--- config.mk ---
export PLATFORM = sky130hd
export DESIGN_NAME = bp_stream_axil_bridge
export DESIGN_NICKNAME = d
export VERILOG_FILES = /design/src/rtl/bp_stream_axil_bridge_pkg.sv /design/src/rtl/bp_stream_axil_bridge_fifo.sv /design/src/rtl/bp_stream_axil_bridge.sv
export SDC_FILE = /design/constraint.sdc
export NUM_CORES = 1
export LEC_CHECK = 0
export BUFFER_PORTS_ARGS = -buffer_cell sky130_fd_sc_hd__buf_2
export CAP_MARGIN = 40
export CORE_MARGIN = 2
export CORE_UTILIZATION = 30
export DETAILED_ROUTE_END_ITERATION = 8
export SLEW_MARGIN = 20
export SYNTH_ARGS = -nofsm -noshare
export SYNTH_HDL_FRONTEND = slang
export SYNTH_SLANG_ARGS = --single-unit
export TNS_END_PERCENT = 1
--- constraint.sdc ---
create_clock -name clk_i -period 24.4 [get_ports clk_i]
set_input_delay 0 -clock clk_i [delete_from_list [all_inputs] [get_ports clk_i]]
set_output_delay 0 -clock clk_i [all_outputs]
set_load 0.01 [all_outputs]
--- src/rtl/bp_stream_axil_bridge_pkg.sv ---
// Shared types for the AXI-Lite to bp_stream bridge: response codes and FSM state encodings.
package bp_stream_axil_bridge_pkg;

  typedef enum logic [1:0] {
    e_axi_resp_okay   = 2'b00,
    e_axi_resp_slverr = 2'b10
  } axi_resp_e;

  typedef enum logic [1:0] {
    W_COLLECT = 2'd0,
    W_STREAM  = 2'd1,
    W_RESP    = 2'd2
  } wr_state_e;

  typedef enum logic {
    R_IDLE = 1'b0,
    R_RESP = 1'b1
  } rd_state_e;

endpackage

--- src/rtl/bp_stream_axil_bridge_fifo.sv ---
// Small 1-read/1-write FIFO buffering the return stream; head is visible combinationally.
module bp_stream_axil_bridge_fifo
  import bp_stream_axil_bridge_pkg::*;
#(
  parameter int unsigned width_p = 32,
  parameter int unsigned els_p   = 16
) (
  input  logic               clk_i,
  input  logic               reset_i,
  input  logic               v_i,
  output logic               ready_o,
  input  logic [width_p-1:0] data_i,
  output logic               v_o,
  output logic [width_p-1:0] data_o,
  input  logic               yumi_i
);

  localparam int unsigned PTR_W = $clog2(els_p);

  logic [PTR_W:0]       r_wptr;
  logic [PTR_W:0]       r_rptr;
  logic [width_p-1:0]   r_mem [els_p];
  logic                 w_full;
  logic                 w_empty;
  logic                 w_push;
  logic                 w_pop;

  // Extra wrap bit distinguishes full from empty when the index bits match.
  assign w_full  = (r_wptr[PTR_W] != r_rptr[PTR_W]) &&
                   (r_wptr[PTR_W-1:0] == r_rptr[PTR_W-1:0]);
  assign w_empty = (r_wptr == r_rptr);
  assign ready_o = !w_full;
  assign v_o     = !w_empty;
  assign data_o  = r_mem[r_rptr[PTR_W-1:0]];
  assign w_push  = v_i && !w_full;
  assign w_pop   = yumi_i && !w_empty;

  always_ff @(posedge clk_i or posedge reset_i) begin
    if (reset_i) begin
      r_wptr <= '0;
      r_rptr <= '0;
      for (int i = 0; i < int'(els_p); i++) begin
        r_mem[i] <= '0;
      end
    end else begin
      if (w_push) begin
        r_mem[r_wptr[PTR_W-1:0]] <= data_i;
        r_wptr                   <= r_wptr + (PTR_W+1)'(1);
      end
      if (w_pop) begin
        r_rptr <= r_rptr + (PTR_W+1)'(1);
      end
    end
  end

endmodule

--- src/rtl/bp_stream_axil_bridge.sv ---
// AXI-Lite slave: host writes become valid/yumi stream beats; host reads drain the return FIFO.
module bp_stream_axil_bridge
  import bp_stream_axil_bridge_pkg::*;
#(
  parameter int unsigned axil_addr_width_p = 32,
  parameter int unsigned axil_data_width_p = 32,
  parameter int unsigned rx_fifo_els_p     = 16,
  parameter logic [31:0] nbf_addr_p        = 32'h10,
  parameter logic [31:0] mmio_addr_p       = 32'h20,
  parameter logic [31:0] rx_data_addr_p    = 32'h30,
  parameter logic [31:0] rx_count_addr_p   = 32'h34
) (
  input  logic                           clk_i,
  input  logic                           reset_i,

  input  logic [axil_addr_width_p-1:0]   s_axil_awaddr_i,
  input  logic                           s_axil_awvalid_i,
  output logic                           s_axil_awready_o,
  input  logic [axil_data_width_p-1:0]   s_axil_wdata_i,
  input  logic [axil_data_width_p/8-1:0] s_axil_wstrb_i,
  input  logic                           s_axil_wvalid_i,
  output logic                           s_axil_wready_o,
  output logic [1:0]                     s_axil_bresp_o,
  output logic                           s_axil_bvalid_o,
  input  logic                           s_axil_bready_i,

  input  logic [axil_addr_width_p-1:0]   s_axil_araddr_i,
  input  logic                           s_axil_arvalid_i,
  output logic                           s_axil_arready_o,
  output logic [axil_data_width_p-1:0]   s_axil_rdata_o,
  output logic [1:0]                     s_axil_rresp_o,
  output logic                           s_axil_rvalid_o,
  input  logic                           s_axil_rready_i,

  output logic                           stream_v_o,
  output logic [axil_addr_width_p-1:0]   stream_addr_o,
  output logic [axil_data_width_p-1:0]   stream_data_o,
  input  logic                           stream_yumi_i,

  input  logic                           stream_v_i,
  input  logic [axil_data_width_p-1:0]   stream_data_i,
  output logic                           stream_ready_o
);

  localparam int unsigned CNT_W = $clog2(rx_fifo_els_p + 1);

  localparam logic [axil_addr_width_p-1:0] NBF_ADDR   = axil_addr_width_p'(nbf_addr_p);
  localparam logic [axil_addr_width_p-1:0] MMIO_ADDR  = axil_addr_width_p'(mmio_addr_p);
  localparam logic [axil_addr_width_p-1:0] RXD_ADDR   = axil_addr_width_p'(rx_data_addr_p);
  localparam logic [axil_addr_width_p-1:0] RXC_ADDR   = axil_addr_width_p'(rx_count_addr_p);

  // ---------------- write path ----------------
  wr_state_e                      r_wr_state;
  wr_state_e                      w_wr_state_nxt;
  logic                           r_aw_held;
  logic                           r_w_held;
  logic [axil_addr_width_p-1:0]   r_awaddr;
  logic [axil_data_width_p-1:0]   r_wdata;
  logic                           r_wstrb_full;
  axi_resp_e                      r_bresp;

  logic                           w_aw_fire;
  logic                           w_w_fire;
  logic                           w_aw_have;
  logic                           w_w_have;
  logic [axil_addr_width_p-1:0]   w_addr_eff;
  logic                           w_strb_full_eff;
  logic                           w_wr_ok;
  logic                           w_wr_decide;

  assign w_aw_fire  = s_axil_awvalid_i && s_axil_awready_o;
  assign w_w_fire   = s_axil_wvalid_i && s_axil_wready_o;
  assign w_aw_have  = r_aw_held || w_aw_fire;
  assign w_w_have   = r_w_held || w_w_fire;

  // Decide on the cycle the second half arrives, so the stream beat starts one cycle later.
  assign w_addr_eff      = r_aw_held ? r_awaddr : s_axil_awaddr_i;
  assign w_strb_full_eff = r_w_held ? r_wstrb_full : (&s_axil_wstrb_i);
  assign w_wr_ok         = ((w_addr_eff == NBF_ADDR) || (w_addr_eff == MMIO_ADDR)) &&
                           w_strb_full_eff;
  assign w_wr_decide     = (r_wr_state == W_COLLECT) && w_aw_have && w_w_have;

  always_ff @(posedge clk_i or posedge reset_i) begin
    if (reset_i) begin
      r_wr_state <= W_COLLECT;
    end else begin
      r_wr_state <= w_wr_state_nxt;
    end
  end

  always_comb begin
    w_wr_state_nxt = r_wr_state;
    case (r_wr_state)
      W_COLLECT: if (w_aw_have && w_w_have) w_wr_state_nxt = w_wr_ok ? W_STREAM : W_RESP;
      W_STREAM:  if (stream_yumi_i)         w_wr_state_nxt = W_RESP;
      W_RESP:    if (s_axil_bready_i)       w_wr_state_nxt = W_COLLECT;
      default:                              w_wr_state_nxt = W_COLLECT;
    endcase
  end

  always_comb begin
    s_axil_awready_o = 1'b0;
    s_axil_wready_o  = 1'b0;
    s_axil_bvalid_o  = 1'b0;
    stream_v_o       = 1'b0;
    case (r_wr_state)
      W_COLLECT: begin
        s_axil_awready_o = !r_aw_held && !reset_i;
        s_axil_wready_o  = !r_w_held && !reset_i;
      end
      W_STREAM: stream_v_o      = 1'b1;
      W_RESP:   s_axil_bvalid_o = 1'b1;
      default: ;
    endcase
  end

  always_ff @(posedge clk_i or posedge reset_i) begin
    if (reset_i) begin
      r_aw_held    <= 1'b0;
      r_w_held     <= 1'b0;
      r_awaddr     <= '0;
      r_wdata      <= '0;
      r_wstrb_full <= 1'b0;
      r_bresp      <= e_axi_resp_okay;
    end else begin
      if (w_aw_fire) begin
        r_aw_held <= 1'b1;
        r_awaddr  <= s_axil_awaddr_i;
      end
      if (w_w_fire) begin
        r_w_held     <= 1'b1;
        r_wdata      <= s_axil_wdata_i;
        r_wstrb_full <= &s_axil_wstrb_i;
      end
      if (w_wr_decide) begin
        r_bresp <= w_wr_ok ? e_axi_resp_okay : e_axi_resp_slverr;
      end
      if ((r_wr_state == W_RESP) && s_axil_bready_i) begin
        r_aw_held <= 1'b0;
        r_w_held  <= 1'b0;
      end
    end
  end

  assign s_axil_bresp_o = r_bresp;
  assign stream_addr_o  = r_awaddr;
  assign stream_data_o  = r_wdata;

  // ---------------- return FIFO ----------------
  logic                           w_fifo_ready;
  logic                           w_fifo_v;
  logic [axil_data_width_p-1:0]   w_fifo_data;
  logic                           w_push;
  logic                           w_pop;
  logic [CNT_W-1:0]               r_rx_count;

  bp_stream_axil_bridge_fifo #(
    .width_p (axil_data_width_p),
    .els_p   (rx_fifo_els_p)
  ) u_rx_fifo (
    .clk_i   (clk_i),
    .reset_i (reset_i),
    .v_i     (stream_v_i),
    .ready_o (w_fifo_ready),
    .data_i  (stream_data_i),
    .v_o     (w_fifo_v),
    .data_o  (w_fifo_data),
    .yumi_i  (w_pop)
  );

  assign stream_ready_o = w_fifo_ready && !reset_i;
  assign w_push         = stream_v_i && stream_ready_o;

  always_ff @(posedge clk_i or posedge reset_i) begin
    if (reset_i) begin
      r_rx_count <= '0;
    end else if (w_push && !w_pop) begin
      r_rx_count <= r_rx_count + CNT_W'(1);
    end else if (!w_push && w_pop) begin
      r_rx_count <= r_rx_count - CNT_W'(1);
    end
  end

  // ---------------- read path ----------------
  rd_state_e                      r_rd_state;
  rd_state_e                      w_rd_state_nxt;
  logic [axil_data_width_p-1:0]   r_rdata;
  axi_resp_e                      r_rresp;
  logic                           w_ar_fire;

  assign w_ar_fire = s_axil_arvalid_i && s_axil_arready_o;
  assign w_pop     = w_ar_fire && (s_axil_araddr_i == RXD_ADDR) && w_fifo_v;

  always_ff @(posedge clk_i or posedge reset_i) begin
    if (reset_i) begin
      r_rd_state <= R_IDLE;
    end else begin
      r_rd_state <= w_rd_state_nxt;
    end
  end

  always_comb begin
    w_rd_state_nxt = r_rd_state;
    case (r_rd_state)
      R_IDLE:  if (w_ar_fire)       w_rd_state_nxt = R_RESP;
      R_RESP:  if (s_axil_rready_i) w_rd_state_nxt = R_IDLE;
      default:                      w_rd_state_nxt = R_IDLE;
    endcase
  end

  always_comb begin
    s_axil_arready_o = 1'b0;
    s_axil_rvalid_o  = 1'b0;
    case (r_rd_state)
      R_IDLE:  s_axil_arready_o = !reset_i;
      R_RESP:  s_axil_rvalid_o  = 1'b1;
      default: ;
    endcase
  end

  // Occupancy is the pre-update value, so a same-cycle push or pop is not reflected.
  always_ff @(posedge clk_i or posedge reset_i) begin
    if (reset_i) begin
      r_rdata <= '0;
      r_rresp <= e_axi_resp_okay;
    end else if (w_ar_fire) begin
      if (s_axil_araddr_i == RXD_ADDR) begin
        r_rdata <= w_fifo_v ? w_fifo_data : '0;
        r_rresp <= e_axi_resp_okay;
      end else if (s_axil_araddr_i == RXC_ADDR) begin
        r_rdata <= axil_data_width_p'(r_rx_count);
        r_rresp <= e_axi_resp_okay;
      end else begin
        r_rdata <= '0;
        r_rresp <= e_axi_resp_slverr;
      end
    end
  end

  assign s_axil_rdata_o = r_rdata;
  assign s_axil_rresp_o = r_rresp;

endmodule

==> results of run 1 <==
==> where the power goes <==
part | internal [W] | switching (W)
registers | 0.00151 | 0.000248
logic | 0.000650 | 0.000396
clock network | 0.000600 | 0.000426
==> cell usage in the layout (no fill, tap or decap), types with 40 or more instances in the layout <==
master / Yosys / final
a22o_1: 62 / 62
buf_2: 26 / 245
clkbuf_16: 0 / 74
dfrtp_1: 631 / 629
dlygate4sd3_1: 0 / 113
mux2_1: 57 / 57
mux2_2: 492 / 492
mux4_2: 128 / 128
nor2_1: 44 / 43
o21ai_0: 40 / 40
==> stage by stage <==
stage / hold slack [ns] / instances / power, W
floorplan: 0.04409 / 1805 / 0.002518
global placement: 0.1912 / 3177 / 0.002722
detailed placement: 0.1091 / 3194 / 0.002812
CTS: 0.0008180 / 3429 / 0.003870
global route: 0.06848 / 3436 / 0.004055
finish: 0.01587 / 3436 / 0.003835
==> critical path, cell delays in order <==
cell           delay, ns
dlygate4sd3_1       0.54
buf_2               0.12
nor3_1              0.17
dlygate4sd3_1       0.59
nand2_1             0.06
dlygate4sd3_1       0.58
nor4_2              0.13
dlygate4sd3_1       0.58
buf_4               0.18
nand3b_1            0.10
ha_1                0.23
inv_1               0.14
ha_1                0.29
a21o_1              0.20
a21oi_1             0.17
xnor2_1             0.14
nor2_1              0.07
xor2_1              0.15
==> logic make-up after synthesis <==
logic type / count (synthesis)
other cells: 1
fa+ha+maj: 10
xor+xnor: 20
buf+inv: 156
flops: 631
compound gates: 121
simple gates: 157
mux: 708
==> worst max path at each step <==
stage | start | to | slack (ns) | depth (start not counted)
5_1_grt | s_axil_araddr_i[21] | r_rx_count[4]$_DFFE_PP0P_ | 20.26 | 18
4_1_cts | s_axil_araddr_i[21] | r_rx_count[4]$_DFFE_PP0P_ | 20.58 | 18
6_report | s_axil_araddr_i[21] | r_rx_count[4]$_DFFE_PP0P_ | 20.45 | 18
3_3_place_gp | reset_i | u_rx_fifo.r_mem[272]$_DFFE_PP0P_ | 20.00 | 6
2_1_floorplan | reset_i | r_aw_held$_DFFE_PP0P_ | 6.71 | 1
3_5_place_dp | reset_i | u_rx_fifo.r_mem[304]$_DFFE_PP0P_ | 20.71 | 7
==> layer usage <==
| layer | GRT usage [%] | routed length (µm) | vias to the layer above |
|---|---|---|---|
| li1 | - | - | 7339 |
| met1 | 19.33 | 30860 | 8908 |
| met2 | 24.96 | 35400 | 371 |
| met3 | 2.513 | 3078 | 114 |
| met4 | 4.567 | 1520 | 4 |
| met5 | 0 | 23 | - |
==> layout make-up <==
type                            instances  share of cell area [%]
Antenna cell                            1                0.007279
Clock buffer                          100                   5.990
Clock inverter                         22                  0.4986
Inverter                                8                  0.1092
Multi-Input combinational cell       1018                   33.99
Sequential cell                       631                   45.95
Tap cell                             1254                   4.564
Timing Repair Buffer                  402                   8.887
==> registers in the layout (all words and copies together), names as in the netlist <==
register,flops
r_rx_count,5
s_axil_rresp_o,1
u_rx_fifo.r_rptr,5
stream_data_o,32
stream_addr_o,32
r_w_held,1
s_axil_bresp_o,1
r_wr_state,2
r_wstrb_full,1
u_rx_fifo.r_mem,512
r_rd_state,1
r_aw_held,1
s_axil_rdata_o,32
u_rx_fifo.r_wptr,5
==> out/results.ini, run 1 <==
[worst_setup_path]
cp.required_ns = 24.88
critPathKind = in -> reg
reg2reg_slack_ns = 20.88
worstReg2RegEnd = r_rx_count[4]$_DFFE_PP0P_
start_kind = input port
worst-path-max-fanout = 11
ff2ff_path_depth = 14
worstSetupEndpointType = flop
crit_arrival_ns = 4.43
r2r-start = r_rd_state$_DFF_PP0_

[global_routing]
track_usage_pct = 14.76
first_global_vias = 18470
antenna_found_initial = 3
gr-total-overflow = 0
grt_max_degree = 91
grt_pass1_wl_um = 112000

[clock_network]
cts_setup_buffers = 0
cts_buffers = 70
cts_sinks = 631
ctsHoldBuffers = 113
htreeDepth = 3
cts.path.max_buffers = 3
clk_latency_ns = 0.60
cts_resized = 0
cts_root_buf = clkbuf_16
cts_tree = yes
clk_pin_slew_ns = 0.06

[synthesis]
netlist.area_leader.share_pct = 55.88
synthXorXnorAreaFrac_pct = 0.6199
synth_edf_count = 0
synth.most_common_cell = dfrtp_1
synth_area_leaders = dfrtp_1, mux2_2, mux4_2
ys_seq_elements = 631
synth_common_cells = dfrtp_1, mux2_2, mux4_2, a22o_1, clkbuf_1
synthArstFlopShare_pct = 100.0
syn-cell-area_um2 = 28260
syn_inst = 1804
synth_compound_area_share_pct = 3.109
synth.avg_cell_area_um2 = 15.66
synth_top_family_by_area = multiplexers
synthAdderAreaFrac_pct = 0.4694
yosys.area_share.simple_pct = 3.277
synth.area.mux_share_pct = 33.71
ys_seq_area_share_pct = 55.88
synth-main-ff-cell = dfrtp_1
synth_warnings = 0
yosysTopAreaCell = dfrtp_1
synth_cell_types = 44

[timing]
rsz0062_at_grt = no
setup_slack_ns = 20.45
hold_viol = 0
fin_crit_ns = 3.949
slew-limit-headroom_pct = 45.24
finClkSkew_ns = 0.03029
slew_viol_final = 0
tns_ns = 0
max_clock_freq_mhz = 253.2
worst_pin_slew_ns = 0.8214
setup_viol = 0
min_period_over_period_pct = 16.19

[floorplanning]
io_pins = 248
die_x_um = 310.9
rows = 112
dieArea_um2 = 96660
core_area_um2 = 93330
start_util_pct = 30.28
die_h_um = 310.9

[final_layout]
drive_gt1_share_pct = 49.20
syn2layout_area_growth_pct = 21.68
final_area_um2 = 34380
post-route-util_pct = 36.84
nNetsFinal = 2282
fillers = 8796
final-seq-area_um2 = 15800
multi_input_area_um2 = 11690

[placed_design]
port_buffers = 245
postPlaceCellArea_um2 = 30880
pre_cts_ws_ns = 20.71
hpwl_um = 43800
gp_congestion = 0.8577

[routing]
via_count = 16740
vias_per_cell = 4.871
dr.pass1.iters = 5
drc = 0
post_drt_wl_per_cell_um = 20.63
finalWirelength_um = 70890
detail-route-antenna-nets = 0
first_iter_violations = 903

[worst_hold_path]
holdCritPathClass = in -> async

[flow_run]
cap_violations = 0

[status]
status = complete, no violations

[pwr]
power_leakage_nw = 15.10
cellPowerDensity_nw_per_um2 = 111.5
vdd.ir_drop.worst_mv = 0.05121

No activity file was read; power rests on OpenSTA's default activity.
==> inputs of run 2 (changes only) <==
==> constraint.sdc (replaced) <==
create_clock -name clk_i -period 3.55 [get_ports clk_i]
set_input_delay 0 -clock clk_i [delete_from_list [all_inputs] [get_ports clk_i]]
set_output_delay 0 -clock clk_i [all_outputs]
set_load 0.01 [all_outputs]
==> run 2 against run 1 <==
  * Worst setup slack lost 20 ns
  * Flip-flop and latch count is the same
  * First-iteration DRC count grew 7.1%
  * Critical path depth is 6 lower
  * Register-to-register slack lost 20 ns
  * Sequential power grew to 6.9 times the previous value
  * Routed wire length increased by 4.1%
  * Clock skew decreased by 0.0063 ns
  * Clock power rose to 7.2 times the previous value
  * Combinational power grew to 6.9 times the previous value
  * Non-clock buffer count is 8 higher
  * Via count grew 1.3%
  * Critical endpoint unchanged
==> out/results.ini, run 2 (synthesis results as in run 1) <==
[status]
status = complete, no violations  ; unchanged

[worst_setup_path]
cp_top_family = simple AND/OR/NAND/NOR gates  ; was buffers and inverters
worstSetupEndpointType = flop  ; unchanged
crit_arrival_ns = 3.62  ; was 4.43 ns
critical_path_buf_inv_count = 1  ; was 7
cpMaxStageDelayCell = dfrtp_1  ; was dlygate4sd3_1
start_kind = flop  ; was input port
reg2reg_slack_ns = 0.44  ; was 20.88 ns
ff2ff_path_depth = 12  ; was 14
crit_chain = xor2_1, nor4_2, nand2b_1, nand3b_1, ha_1, inv_1, fa_1, a21o_1, a21oi_1, xnor2_1, nor2_1, xor2_1  ; was dlygate4sd3_1, buf_2, nor3_1, dlygate4sd3_1, nand2_1, dlygate4sd3_1, nor4_2, dlygate4sd3_1, buf_4, nand3b_1, ha_1, inv_1, ha_1, a21o_1, a21oi_1, xnor2_1, nor2_1, xor2_1
cp.required_ns = 4.06  ; was 24.88 ns
r2r-start = u_rx_fifo.r_wptr[3]$_DFFE_PP0P_  ; was r_rd_state$_DFF_PP0_
slowest_delay_ns = 0.52  ; was 0.59 ns
critPathKind = reg -> reg  ; was in -> reg
worstReg2RegEnd = r_rx_count[4]$_DFFE_PP0P_  ; unchanged
cpMostUsedCell = xor2_1  ; was dlygate4sd3_1
worst-path-max-fanout = 9  ; was 11

[timing]
hold_viol = 0  ; unchanged
fin_crit_ns = 3.108
setup_viol = 0  ; unchanged
tns_ns = 0  ; unchanged
slew_viol_final = 0  ; unchanged
worst_pin_slew_ns = 0.9430  ; was 0.8214 ns
fin_hold_ws_ns = 0.03915  ; was 0.01587 ns
setup_slack_ns = 0.4425  ; was 20.45 ns
slew-limit-headroom_pct = 37.13  ; was 45.24%
max_clock_freq_mhz = 321.8
min_period_over_period_pct = 87.54
finClkSkew_ns = 0.02401  ; was 0.03029 ns
rsz0062_at_grt = no  ; unchanged

[clock_network]
cts_buffers = 69  ; was 70
cts_sinks = 631  ; unchanged
cts_resized = 0  ; unchanged
ctsHoldBuffers = 111  ; was 113
cts_setup_buffers = 0  ; unchanged
cts_tree = yes  ; unchanged
clk_latency_ns = 0.62  ; was 0.60 ns
cts_root_buf = clkbuf_16  ; unchanged
cts.path.max_buffers = 3  ; unchanged
htreeDepth = 3  ; unchanged
clk_pin_slew_ns = 0.06  ; about the same

[worst_hold_path]
hp-start = s_axil_wstrb_i[1]
hold-path-endpoint = s_axil_bresp_o[1]$_DFFE_PP0P_
holdCritPathClass = in -> reg  ; was in -> async
min_path_cells = 5

[final_layout]
syn2layout_area_growth_pct = 21.60  ; was 21.68%
final-seq-area_um2 = 15800  ; unchanged
fillers = 8841  ; was 8796
final_area_um2 = 34360  ; was 34380 µm²
largest-register = u_rx_fifo.r_mem  ; unchanged
multi_input_area_um2 = 11690  ; about the same
drive_gt1_share_pct = 49.52  ; was 49.20%
nNetsFinal = 2289  ; was 2282
diodes = 0  ; was 1
largest_reg_flops = 512  ; unchanged
final_common_cell = dfrtp_1  ; unchanged
final_cell_mix = dfrtp_1, mux2_2, buf_2  ; unchanged

[routing]
dr.pass1.iters = 5  ; unchanged
detail-route-antenna-nets = 0  ; unchanged
via_count = 16950  ; was 16740
drc = 0  ; unchanged
finalWirelength_um = 73800  ; was 70890 µm
vias_per_cell = 4.922  ; was 4.871
post_drt_wl_per_cell_um = 21.44  ; was 20.63 µm
first_iter_violations = 967  ; was 903

[global_routing]
grt_max_degree = 172  ; was 91
gr-total-overflow = 0  ; unchanged
first_global_vias = 18570  ; was 18470
antenna_found_initial = 4  ; was 3
track_usage_pct = 15.35  ; was 14.76%
grt_pass1_wl_um = 115200  ; was 112000 µm

[floorplanning]
die_h_um = 310.9  ; unchanged
io_pins = 248  ; unchanged
start_util_pct = 30.28  ; unchanged
dieArea_um2 = 96660  ; unchanged
core_area_um2 = 93330  ; unchanged
rows = 112  ; unchanged
die_x_um = 310.9  ; unchanged

[placed_design]
port_buffers = 245  ; unchanged
postPlaceCellArea_um2 = 30880  ; about the same
hpwl_um = 44750  ; was 43800 µm
pre_cts_ws_ns = 0.4695  ; was 20.71 ns
gp_congestion = 0.8136  ; was 0.8577

[pwr]
power_leakage_nw = 15.09  ; was 15.10 nW
cellPowerDensity_nw_per_um2 = 780.5  ; was 111.5 nW/µm²
vdd.ir_drop.worst_mv = 0.3886  ; was 0.05121 mV

[flow_run]
cap_violations = 0  ; unchanged

==> run 2: cell count changes in the layout (fill, tap and decap cells not counted), moves of 4 or more <==
| cell | before | now |
|---|---|---|
| clkinv_2 | 17 | 13 |
| bufinv_16 | 1 | 7 |
| clkbuf_16 | 74 | 70 |
| buf_12 | 8 | 14 |
| buf_16 | 13 | 1 |
| buf_4 | 21 | 39 |
==> run 2: cell type report <==
| class | count | area share [%] |
|---|---|---|
| multi-input combinational | 1018 | 34.01 |
| clock buffer | 93 | 5.641 |
| tap | 1254 | 4.567 |
| inverter | 8 | 0.09832 |
| clock inverter | 29 | 1.154 |
| timing repair buffer | 410 | 8.551 |
| sequential | 631 | 45.98 |
==> run 2: per-layer routing <==
metal / vias to the layer above / GRT usage, % / wire, µm
li1: 7355 / - / -
met1: 9111 / 19.53 / 31410
met2: 367 / 26.40 / 37260
met3: 108 / 2.586 / 3107
met4: 6 / 5.325 / 1988
met5: - / 0 / 34
==> run 2: worst reg2reg max path, cell delays in order, from the launching register on <==
cell and delay [ns]:
dfrtp_1 0.52, xor2_1 0.23, nor4_2 0.46, nand2b_1 0.21
nand3b_1 0.14, ha_1 0.19, inv_1 0.10, fa_1 0.42
a21o_1 0.18, a21oi_1 0.18, xnor2_1 0.14, nor2_1 0.07
xor2_1 0.14
==> run 2: how the worst max path moves through the flow <==
| stage | from | end | slack [ns] | cells after the start |
|---|---|---|---|---|
| floorplan | reset_i | r_rx_count[4]$_DFFE_PP0P_ | -7.92 | 10 |
| detailed placement | u_rx_fifo.r_wptr[3]$_DFFE_PP0P_ | r_rx_count[4]$_DFFE_PP0P_ | 0.47 | 12 |
| global placement | u_rx_fifo.r_wptr[3]$_DFFE_PP0P_ | r_rx_count[4]$_DFFE_PP0P_ | 0.42 | 12 |
| global route | u_rx_fifo.r_wptr[3]$_DFFE_PP0P_ | r_rx_count[4]$_DFFE_PP0P_ | 0.23 | 12 |
| finish | u_rx_fifo.r_wptr[3]$_DFFE_PP0P_ | r_rx_count[4]$_DFFE_PP0P_ | 0.44 | 12 |
| CTS | u_rx_fifo.r_wptr[3]$_DFFE_PP0P_ | r_rx_count[4]$_DFFE_PP0P_ | 0.44 | 12 |
==> run 2: stage by stage <==
stage                     power, W  util (%)  instances
after floorplan            0.01731         -       1805
after global placement     0.01889     33.07       3208
after detailed placement   0.01946     33.09       3209
after CTS                  0.02709     36.78       3442
after global routing       0.02827     36.81       3443
final                      0.02681     36.81       3443
==> run 2: power breakdown <==
group          switching [W]  total [W]  internal [W]
clock network        0.00301    0.00739       0.00438
logic                0.00280    0.00729       0.00449
registers            0.00173     0.0121        0.0104
